$ cat src/rtl/time_set_ctrl.sv
// Time-setting sequencer: RUN -> EDIT_HOUR -> EDIT_MIN -> COMMIT, with BCD shadow registers, blink phase and inactivity timeout.
// All outputs registered; state and load change the cycle after the causing pulse. There is no backpressure: every input pulse is consumed in the cycle it arrives.
module time_set_ctrl #(
    parameter int unsigned TIMEOUT_S = 10
) (
    input  logic       clk,
    input  logic       rst,
    input  logic       tick_1hz,
    input  logic       mode_btn,
    input  logic       inc_btn,
    input  logic [7:0] cur_hour,
    input  logic [7:0] cur_min,
    output logic [7:0] set_hour,
    output logic [7:0] set_min,
    output logic       load,
    output logic       editing,
    output logic       blink_hour,
    output logic       blink_min
);

    typedef enum logic [1:0] {
        RUN       = 2'd0,
        EDIT_HOUR = 2'd1,
        EDIT_MIN  = 2'd2,
        COMMIT    = 2'd3
    } state_t;

    localparam logic [8:0] TIMEOUT_LIM = 9'(TIMEOUT_S);

    state_t     state_q, state_d;
    logic [7:0] hour_q, hour_d;
    logic [7:0] min_q, min_d;
    logic [7:0] cnt_q, cnt_d;
    logic       phase_q, phase_d;
    logic       load_q, load_d;
    logic       editing_q, editing_d;
    logic       blink_hour_q, blink_hour_d;
    logic       blink_min_q, blink_min_d;
    logic [8:0] cnt_inc;
    logic       in_edit;

    // Shadows only ever hold legal BCD, so the wrap test can compare against the field maximum.
    function automatic logic [7:0] bcd_inc(input logic [7:0] v, input logic [7:0] max_v);
        if (v >= max_v)
            return 8'h00;
        else if (v[3:0] >= 4'd9)
            return {v[7:4] + 4'd1, 4'd0};
        else
            return {v[7:4], v[3:0] + 4'd1};
    endfunction

    function automatic logic bcd_ok(input logic [7:0] v, input logic [7:0] max_v);
        return (v[7:4] <= 4'd9) && (v[3:0] <= 4'd9) && (v <= max_v);
    endfunction

    assign cnt_inc = {1'b0, cnt_q} + 9'd1;
    assign in_edit = (state_q == EDIT_HOUR) || (state_q == EDIT_MIN);

    always_comb begin
        state_d = state_q;
        hour_d  = hour_q;
        min_d   = min_q;
        cnt_d   = cnt_q;
        case (state_q)
            RUN: begin
                cnt_d = 8'd0;
                if (mode_btn) begin
                    hour_d  = bcd_ok(cur_hour, 8'h23) ? cur_hour : 8'h00;
                    min_d   = bcd_ok(cur_min, 8'h59) ? cur_min : 8'h00;
                    state_d = EDIT_HOUR;
                end
            end
            EDIT_HOUR, EDIT_MIN: begin
                // Button activity always beats an expiring tick.
                if (mode_btn) begin
                    cnt_d   = 8'd0;
                    state_d = (state_q == EDIT_HOUR) ? EDIT_MIN : COMMIT;
                end else if (inc_btn) begin
                    cnt_d = 8'd0;
                    if (state_q == EDIT_HOUR)
                        hour_d = bcd_inc(hour_q, 8'h23);
                    else
                        min_d = bcd_inc(min_q, 8'h59);
                end else if (tick_1hz) begin
                    if (cnt_inc >= TIMEOUT_LIM) begin
                        cnt_d   = 8'd0;
                        state_d = RUN;
                    end else begin
                        cnt_d = cnt_inc[7:0];
                    end
                end
            end
            COMMIT: begin
                cnt_d   = 8'd0;
                state_d = RUN;
            end
            default: begin
                cnt_d   = 8'd0;
                state_d = RUN;
            end
        endcase

        editing_d = (state_d == EDIT_HOUR) || (state_d == EDIT_MIN);
        if (!editing_d)
            phase_d = 1'b0;
        else if (tick_1hz && in_edit)
            phase_d = ~phase_q;
        else
            phase_d = phase_q;

        load_d       = (state_d == COMMIT);
        blink_hour_d = phase_d && (state_d == EDIT_HOUR);
        blink_min_d  = phase_d && (state_d == EDIT_MIN);
    end

    always_ff @(posedge clk or posedge rst) begin
        if (rst) begin
            state_q      <= RUN;
            hour_q       <= 8'h00;
            min_q        <= 8'h00;
            cnt_q        <= 8'd0;
            phase_q      <= 1'b0;
            load_q       <= 1'b0;
            editing_q    <= 1'b0;
            blink_hour_q <= 1'b0;
            blink_min_q  <= 1'b0;
        end else begin
            state_q      <= state_d;
            hour_q       <= hour_d;
            min_q        <= min_d;
            cnt_q        <= cnt_d;
            phase_q      <= phase_d;
            load_q       <= load_d;
            editing_q    <= editing_d;
            blink_hour_q <= blink_hour_d;
            blink_min_q  <= blink_min_d;
        end
    end

    assign set_hour   = hour_q;
    assign set_min    = min_q;
    assign load       = load_q;
    assign editing    = editing_q;
    assign blink_hour = blink_hour_q;
    assign blink_min  = blink_min_q;

endmodule

$ cat config.mk
export PLATFORM = sky130hd
export DESIGN_NAME = time_set_ctrl
export DESIGN_NICKNAME = d
export VERILOG_FILES = /design/src/rtl/time_set_ctrl.sv
export SDC_FILE = /design/constraint.sdc
export NUM_CORES = 1
export LEC_CHECK = 0
export CELL_PAD_IN_SITES_DETAIL_PLACEMENT = 0
export CELL_PAD_IN_SITES_GLOBAL_PLACEMENT = 1
export CORE_MARGIN = 1
export CORE_UTILIZATION = 53
export CTS_BUF_LIST = sky130_fd_sc_hd__clkbuf_8
export DETAILED_ROUTE_END_ITERATION = 12
export DONT_BUFFER_PORTS = 1
export GPL_TIMING_DRIVEN = 0
export PLACE_DENSITY_LB_ADDON = 0.1
export RECOVER_POWER = 25
export SLEW_MARGIN = 20
export SYNTH_ARGS = -nofsm -noshare
export SYNTH_HDL_FRONTEND = slang
export SYNTH_SLANG_ARGS = --single-unit
$ cat constraint.sdc
create_clock -name clk -period 6.9 [get_ports clk]
set_input_delay 1.725 -clock clk [delete_from_list [all_inputs] [get_ports clk]]
set_output_delay 1.725 -clock clk [all_outputs]
set_load 0.1 [all_outputs]
==> metrics.md, run 1 <==
| Metric | Value |
|---|---|
| CTS Sinks | 31 |
| Post-Layout Cell Count | about 270 |
| Final wirelength | roughly 3.9 mm |
| # Post-CTS Setup Buffers | 0 |
| Setup TNS | 0 ns |
| CP max FO | 6 |
| CP Capture Type | output pin |
| DRC errors left | 0 |
| Multi-input gate area in the final layout | 1060 µm² |
| Max cap viols | 0 |
| Register Area | 776 µm² |
| Clock Tree Root | clkbuf_8 |
| # IOs | 41 |
| Fmax | about 0.33 GHz |
| Final Cycle Share | 0.438 |
| EDFF count, synth | 0 |
| Area growth from synthesis to layout | 9.06% |
| Layout cell share with drive strength beyond 1 | 0.0727 |
| Initial DRC count | about 100 |
| Synth Register Bits | 31 |
| CTS Buf Count | 5 |
| Reg2reg path depth | 11 |
| RSZ-0062 raised after global routing | false |
| Critical path endpoint | set_min[0] |
| Iteration count of the initial detailed-routing pass | 4 |
| DIE HEIGHT | slightly above 60 µm |
| Worst path arrival time | ~1.3 ns |
| GR Util All Layers | 0.221 |
| Skew final | 0.00754 ns |
| Req. time, crit path | 5.18 ns |
| Initial antenna violation count | 0 |
| RR Endpoint | blink_hour$_DFF_PP0_ |
| Post-CTS resize count | 0 |
| Commonest non-fill, non-tap cells in the layout | dfrtp_1 (31), nand2_1 (19), o21ai_0 (18), ha_1 (18) |
| Setup violators final | 0 |
| Core area | 3420 µm² |
| CTS Buffer Depth | 2 |
| Die area | roughly 3900 µm² |
| Initial core utilization | 0.566 |
| Placement row count | 21 |
| Tightest Pin Transition | 1.18 ns |
| Mapped Nets | 251 |
| Vias in the first global route | 1,551 |
| Vias | approximately 1.6k |
| WL/cell | 14.6 µm |
| Mapped cell area | around 1900 µm² |
| Warnings from Yosys | 0 |
| Reg2Reg Setup Slack | 3.95 ns |
| Vias per inst | 5.83 |
| Maximum number of pins on one net before global-route repair | 32 |
| Syn Area/Cell | 9.12 µm² |
| CP Class | reg2out |
| Most common cell after layout, fill and taps aside | dfrtp_1 |
| Die width | a little over 60 µm |
| Final ANT Viol Nets | 0 |
| Clk_lat worst skew | 0.28 ns |
| Ant diodes | 0 |
| Port-buffer cells | 0 |
| Total congestion overflow | 0 |
| Most used DFF post-synth | dfrtp_1 |
| Async SR Flop Fraction | 1.00 |
| DP Wirelength | a little under 3 mm |
| Slew headroom | 0.209 |
| Hold Crit Class | reg2reg |
| CTS tree | yes |
| Gpl congestion | 0.852 |
| Critical path depth in cells | 0 |
| Hold buffer count at cts | 0 |
| First-pass GRT wire length | roughly 6.9 mm |
| Final #Nets | 258 |
| Layout filler cell count | roughly 300 |
| Final Hold Viols | 0 |
| Crit path time final | roughly 3.0 ns |
| Clock transition at the registers of the reported paths | 0.06 ns |
| Seq/Total Area, Yosys | 0.401 |
| CP startpoint | set_min[0]$_DFFE_PP0P_ |
| Slew Viols, Final | 0 |
| Synth unique cells | 44 |
| Status | finished, final reports clean |
| Launch point of the worst reg-to-reg path | cnt_q[1]$_DFFE_PP0P_ |
| Setup crit start kind | flop |
| H-tree depth | 2 |
| Post-Route Utilization | 0.617 |
| Placed Cells | between 200 and 300 |
| Mapped Cells | 212 |
==> cell type report <==
cell class | count | area share
multi-input cells | 160 | 0.504
flip-flops and latches | 31 | 0.368
clock buffers | 6 | 0.0392
inverters | 17 | 0.0303
well taps | 46 | 0.0273
clock inverters | 2 | 0.0166
plain buffers | 4 | 0.0142
==> state kept, by name (all words and copies together) (netlist names), 2 cells and up <==
name	cells
cnt_q	8
set_hour	8
set_min	8
state_q	2
==> worst min path at each step <==
stage / start / end / slack (ns) / cells after the start
final: cnt_q[6]$_DFFE_PP0P_ / cnt_q[6]$_DFFE_PP0P_ / 0.53 / 1
after floorplan: cnt_q[6]$_DFFE_PP0P_ / cnt_q[6]$_DFFE_PP0P_ / 0.47 / 1
after CTS: cnt_q[6]$_DFFE_PP0P_ / cnt_q[6]$_DFFE_PP0P_ / 0.54 / 1
after global placement: cnt_q[6]$_DFFE_PP0P_ / cnt_q[6]$_DFFE_PP0P_ / 0.51 / 1
after global routing: cnt_q[6]$_DFFE_PP0P_ / cnt_q[6]$_DFFE_PP0P_ / 0.55 / 1
after detailed placement: cnt_q[6]$_DFFE_PP0P_ / cnt_q[6]$_DFFE_PP0P_ / 0.52 / 1
==> logic make-up (layout without fill, tap and decap cells) <==
group	Yosys count	count (layout)	synth area share
buffers and inverters	21	29	0.0485
DFF	31	31	0.401
AOI/OAI and AO/OA	66	66	0.227
and+or+nand+nor	75	75	0.202
xor gates and xnor gates	1	1	0.00453
adders and majority gates	18	18	0.117
==> per-layer routing <==
metal,vias to the layer above,global-route usage,part of all wire
met4,0,0.0843,0.011
met3,5,0.0474,0.041
met2,31,0.361,0.48
met1,743,0.288,0.46
li1,772,-,-
met5,-,0,0
==> per-stage QoR <==
stage | hold slack (ns) | setup slack [ns] | cell area [µm²]
2_1_floorplan | 0.475 | 3.98 | 1930
3_3_place_gp | 0.508 | 3.83 | 1990
3_5_place_dp | 0.522 | 3.78 | 1990
4_1_cts | 0.542 | 3.87 | 2110
5_1_grt | 0.554 | 3.72 | 2110
6_report | 0.529 | 3.88 | 2110
==> synthesized netlist by cell type (2+ instances only) <==
cell type | instances | area share
dfrtp_1 | 31 | 0.40
nand2b_1 | 2 | 0.0065
nor3_1 | 6 | 0.016
nor2b_1 | 7 | 0.023
a31oi_1 | 5 | 0.016
o31a_1 | 2 | 0.0091
o21a_1 | 4 | 0.016
inv_1 | 17 | 0.033
nor2_1 | 13 | 0.025
clkbuf_1 | 2 | 0.0039
and2_1 | 7 | 0.023
nand3_1 | 7 | 0.018
nor4_1 | 2 | 0.0065
a21oi_1 | 17 | 0.044
buf_6 | 2 | 0.012
a31o_2 | 2 | 0.0091
a21boi_0 | 2 | 0.0078
nand3b_1 | 2 | 0.0078
o31ai_1 | 2 | 0.0078
o21ai_0 | 18 | 0.047
ha_1 | 18 | 0.12
nand2_1 | 19 | 0.037
nor3b_1 | 2 | 0.0078
a221oi_1 | 3 | 0.014
Power of run 1 is left out: the tool's default activity adds up to more than one toggle a clock period on the data nets, which glitch-free logic cannot reach.
==> inputs of run 2 (changes only) <==
- CORE_UTILIZATION: 53 -> 44
- clock period: 6.9 -> 2.75 ns (I/O delays scaled with it)
==> metrics.md, run 2 (same netlist as run 1, synthesis figures left out) <==
| Metric | Value |
|---|---|
| Slew Viols, Final | 0 (unchanged) |
| DP Wirelength | 2.93 mm (about the same) |
| Placement row count | 23 (was 21) |
| CTS Buf Count | 5 (unchanged) |
| Worst path arrival time | 2.83 ns (was 1.30 ns) |
| Post-Layout Cell Count | 275 (was 266) |
| Skew final | 0.00286 ns (was 0.00754 ns) |
| WL/cell | 14.9 µm (was 14.6 µm) |
| Vias in the first global route | 1,503 (was 1,551) |
| CP max FO | 5 (was 6) |
| Fmax | ~0.38 GHz |
| Setup crit start kind | flop (unchanged) |
| RSZ-0062 raised after global routing | false (unchanged) |
| Final ANT Viol Nets | 0 (unchanged) |
| Initial DRC count | 71 (was 103) |
| Commonest non-fill, non-tap cells in the layout | dfrtp_1 (29), nand2_1 (19), o21ai_0 (18) (was dfrtp_1 (31), nand2_1 (19), o21ai_0 (18), ha_1 (18)) |
| CTS Buffer Depth | 2 (unchanged) |
| Most common cell after layout, fill and taps aside | dfrtp_1 (unchanged) |
| CTS Sinks | 31 (unchanged) |
| Reg2reg path depth | 10 (was 11) |
| DIE HEIGHT | 68.3 µm (was 62.4 µm) |
| Req. time, crit path | 2.97 ns (was 5.18 ns) |
| Clk_lat worst skew | 0.28 ns (about the same) |
| Core area | 4120 µm² (was 3420 µm²) |
| Initial core utilization | 0.470 (was 0.566) |
| Tightest Pin Transition | 1.19 ns (was 1.18 ns) |
| DRC errors left | 0 (unchanged) |
| Setup WS post-layout | 0.142 ns (was 3.88 ns) |
| Clock Tree Root | clkbuf_8 (unchanged) |
| Area growth from synthesis to layout | 13.0% (was 9.06%) |
| First-pass GRT wire length | 6.65 mm (was 6.91 mm) |
| Vias per inst | 5.79 (was 5.83) |
| Status | finished, final reports clean (unchanged) |
| Setup violators final | 0 (unchanged) |
| Die area | 4660 µm² (was 3890 µm²) |
| Slew headroom | 0.204 (was 0.209) |
| Setup TNS | 0 ns (unchanged) |
| Placed Cells | 262 (was 258) |
| Port-buffer cells | 0 (unchanged) |
| # IOs | 41 (unchanged) |
| Reg2Reg Setup Slack | 0.14 ns (was 3.95 ns) |
| CP Class | reg2reg (was reg2out) |
| Layout cell share with drive strength beyond 1 | 0.124 (was 0.0727) |
| GR Util All Layers | 0.195 (was 0.221) |
| CP Capture Type | flop (was output pin) |
| Final wirelength | 4.09 mm (was 3.88 mm) |
| Final Cycle Share | 0.948 |
| Initial antenna violation count | 0 (unchanged) |
| Maximum number of pins on one net before global-route repair | 32 (unchanged) |
| Iteration count of the initial detailed-routing pass | 4 (unchanged) |
| Die width | 68.3 µm (was 62.4 µm) |
| Vias | 1,591 (was 1,551) |
| H-tree depth | 2 (unchanged) |
| Pre-CTS WS | -0.151 ns (was 3.78 ns) |
| Clock transition at the registers of the reported paths | 0.07 ns (was 0.06 ns) |
| Max cap viols | 0 (unchanged) |
| Crit path time final | ~2.6 ns |
| Final Hold Viols | 0 (unchanged) |
| Ant diodes | 0 (unchanged) |
| Final #Nets | 263 (was 258) |
| Hold buffer count at cts | 0 (unchanged) |
| Worst Hold Depth | 1 (unchanged) |
| Gpl congestion | 0.798 (was 0.852) |
| Hold Crit Class | reg2reg (unchanged) |
| CTS tree | yes (unchanged) |
| Total congestion overflow | 0 (unchanged) |
-- run 2: cell types whose count changed in the layout (fill, tap and decap cells not counted), sizes merged --
cell / before / now
buf: 2 / 7
clkinvlp: 0 / 2
bufinv: 1 / 0
clkbuf: 8 / 7
-- run 2: path summary, 6_finish.rpt --
check | start | endpoint
min in group asynchronous | rst | set_min[4]$_DFFE_PP0P_
max in group asynchronous | rst | cnt_q[0]$_DFFE_PP0P_
hold / removal | cnt_q[6]$_DFFE_PP0P_ | cnt_q[6]$_DFFE_PP0P_
hold reg to reg | cnt_q[6]$_DFFE_PP0P_ | cnt_q[6]$_DFFE_PP0P_
setup / recovery | cnt_q[0]$_DFFE_PP0P_ | blink_min$_DFF_PP0_
setup reg to reg | cnt_q[0]$_DFFE_PP0P_ | blink_min$_DFF_PP0_
-- run 2: area by class of cell --
type | count | area (µm²)
Buffer | 4 | 30.0
Clock buffer | 5 | 68.8
Clock inverter | 3 | 20.0
Fill cell | 371 | 1930
Inverter | 17 | 63.8
Multi-Input combinational cell | 160 | 1120
Sequential cell | 31 | 778
Tap cell | 50 | 62.6
Timing Repair Buffer | 5 | 37.5
-- run 2: timing repair --
action | CTS | global route
setup buffers | 5 | 0
setup endpoints to repair | 3 | 5
pin swaps | 2 | 3
resized for setup | 5 | 4
endpoints found under the hold margin | 0 | 0
-- run 2: layer usage --
metal / global-route usage / up-vias / part of all wire
li1: - / 788 / -
met1: 0.260 / 751 / 0.47
met2: 0.292 / 48 / 0.45
met3: 0.0633 / 4 / 0.068
met4: 0.0703 / 0 / 0.0098
met5: 0 / - / 0
-- run 2: stage by stage --
stage / hold slack [ns] / cell area [µm²] / utilization
2_1_floorplan: 0.475 / 1930 / -
3_3_place_gp: 0.507 / 2000 / 0.485
3_5_place_dp: 0.509 / 2000 / 0.485
4_1_cts: 0.396 / 2160 / 0.524
5_1_grt: 0.570 / 2180 / 0.531
6_report: 0.557 / 2180 / 0.531
-- run 2: worst max-delay path, cell delays in order (launching register included) --
cell	delay [ns]
dfrtp_2	0.44
ha_4	0.29
nor2b_2	0.12
a41oi_1	0.06
or4_4	0.45
a311oi_4	0.27
o41ai_4	0.17
buf_4	0.18
a31oi_1	0.25
ha_1	0.20
and2_1	0.11
Power of run 2 is left out for the same reason.
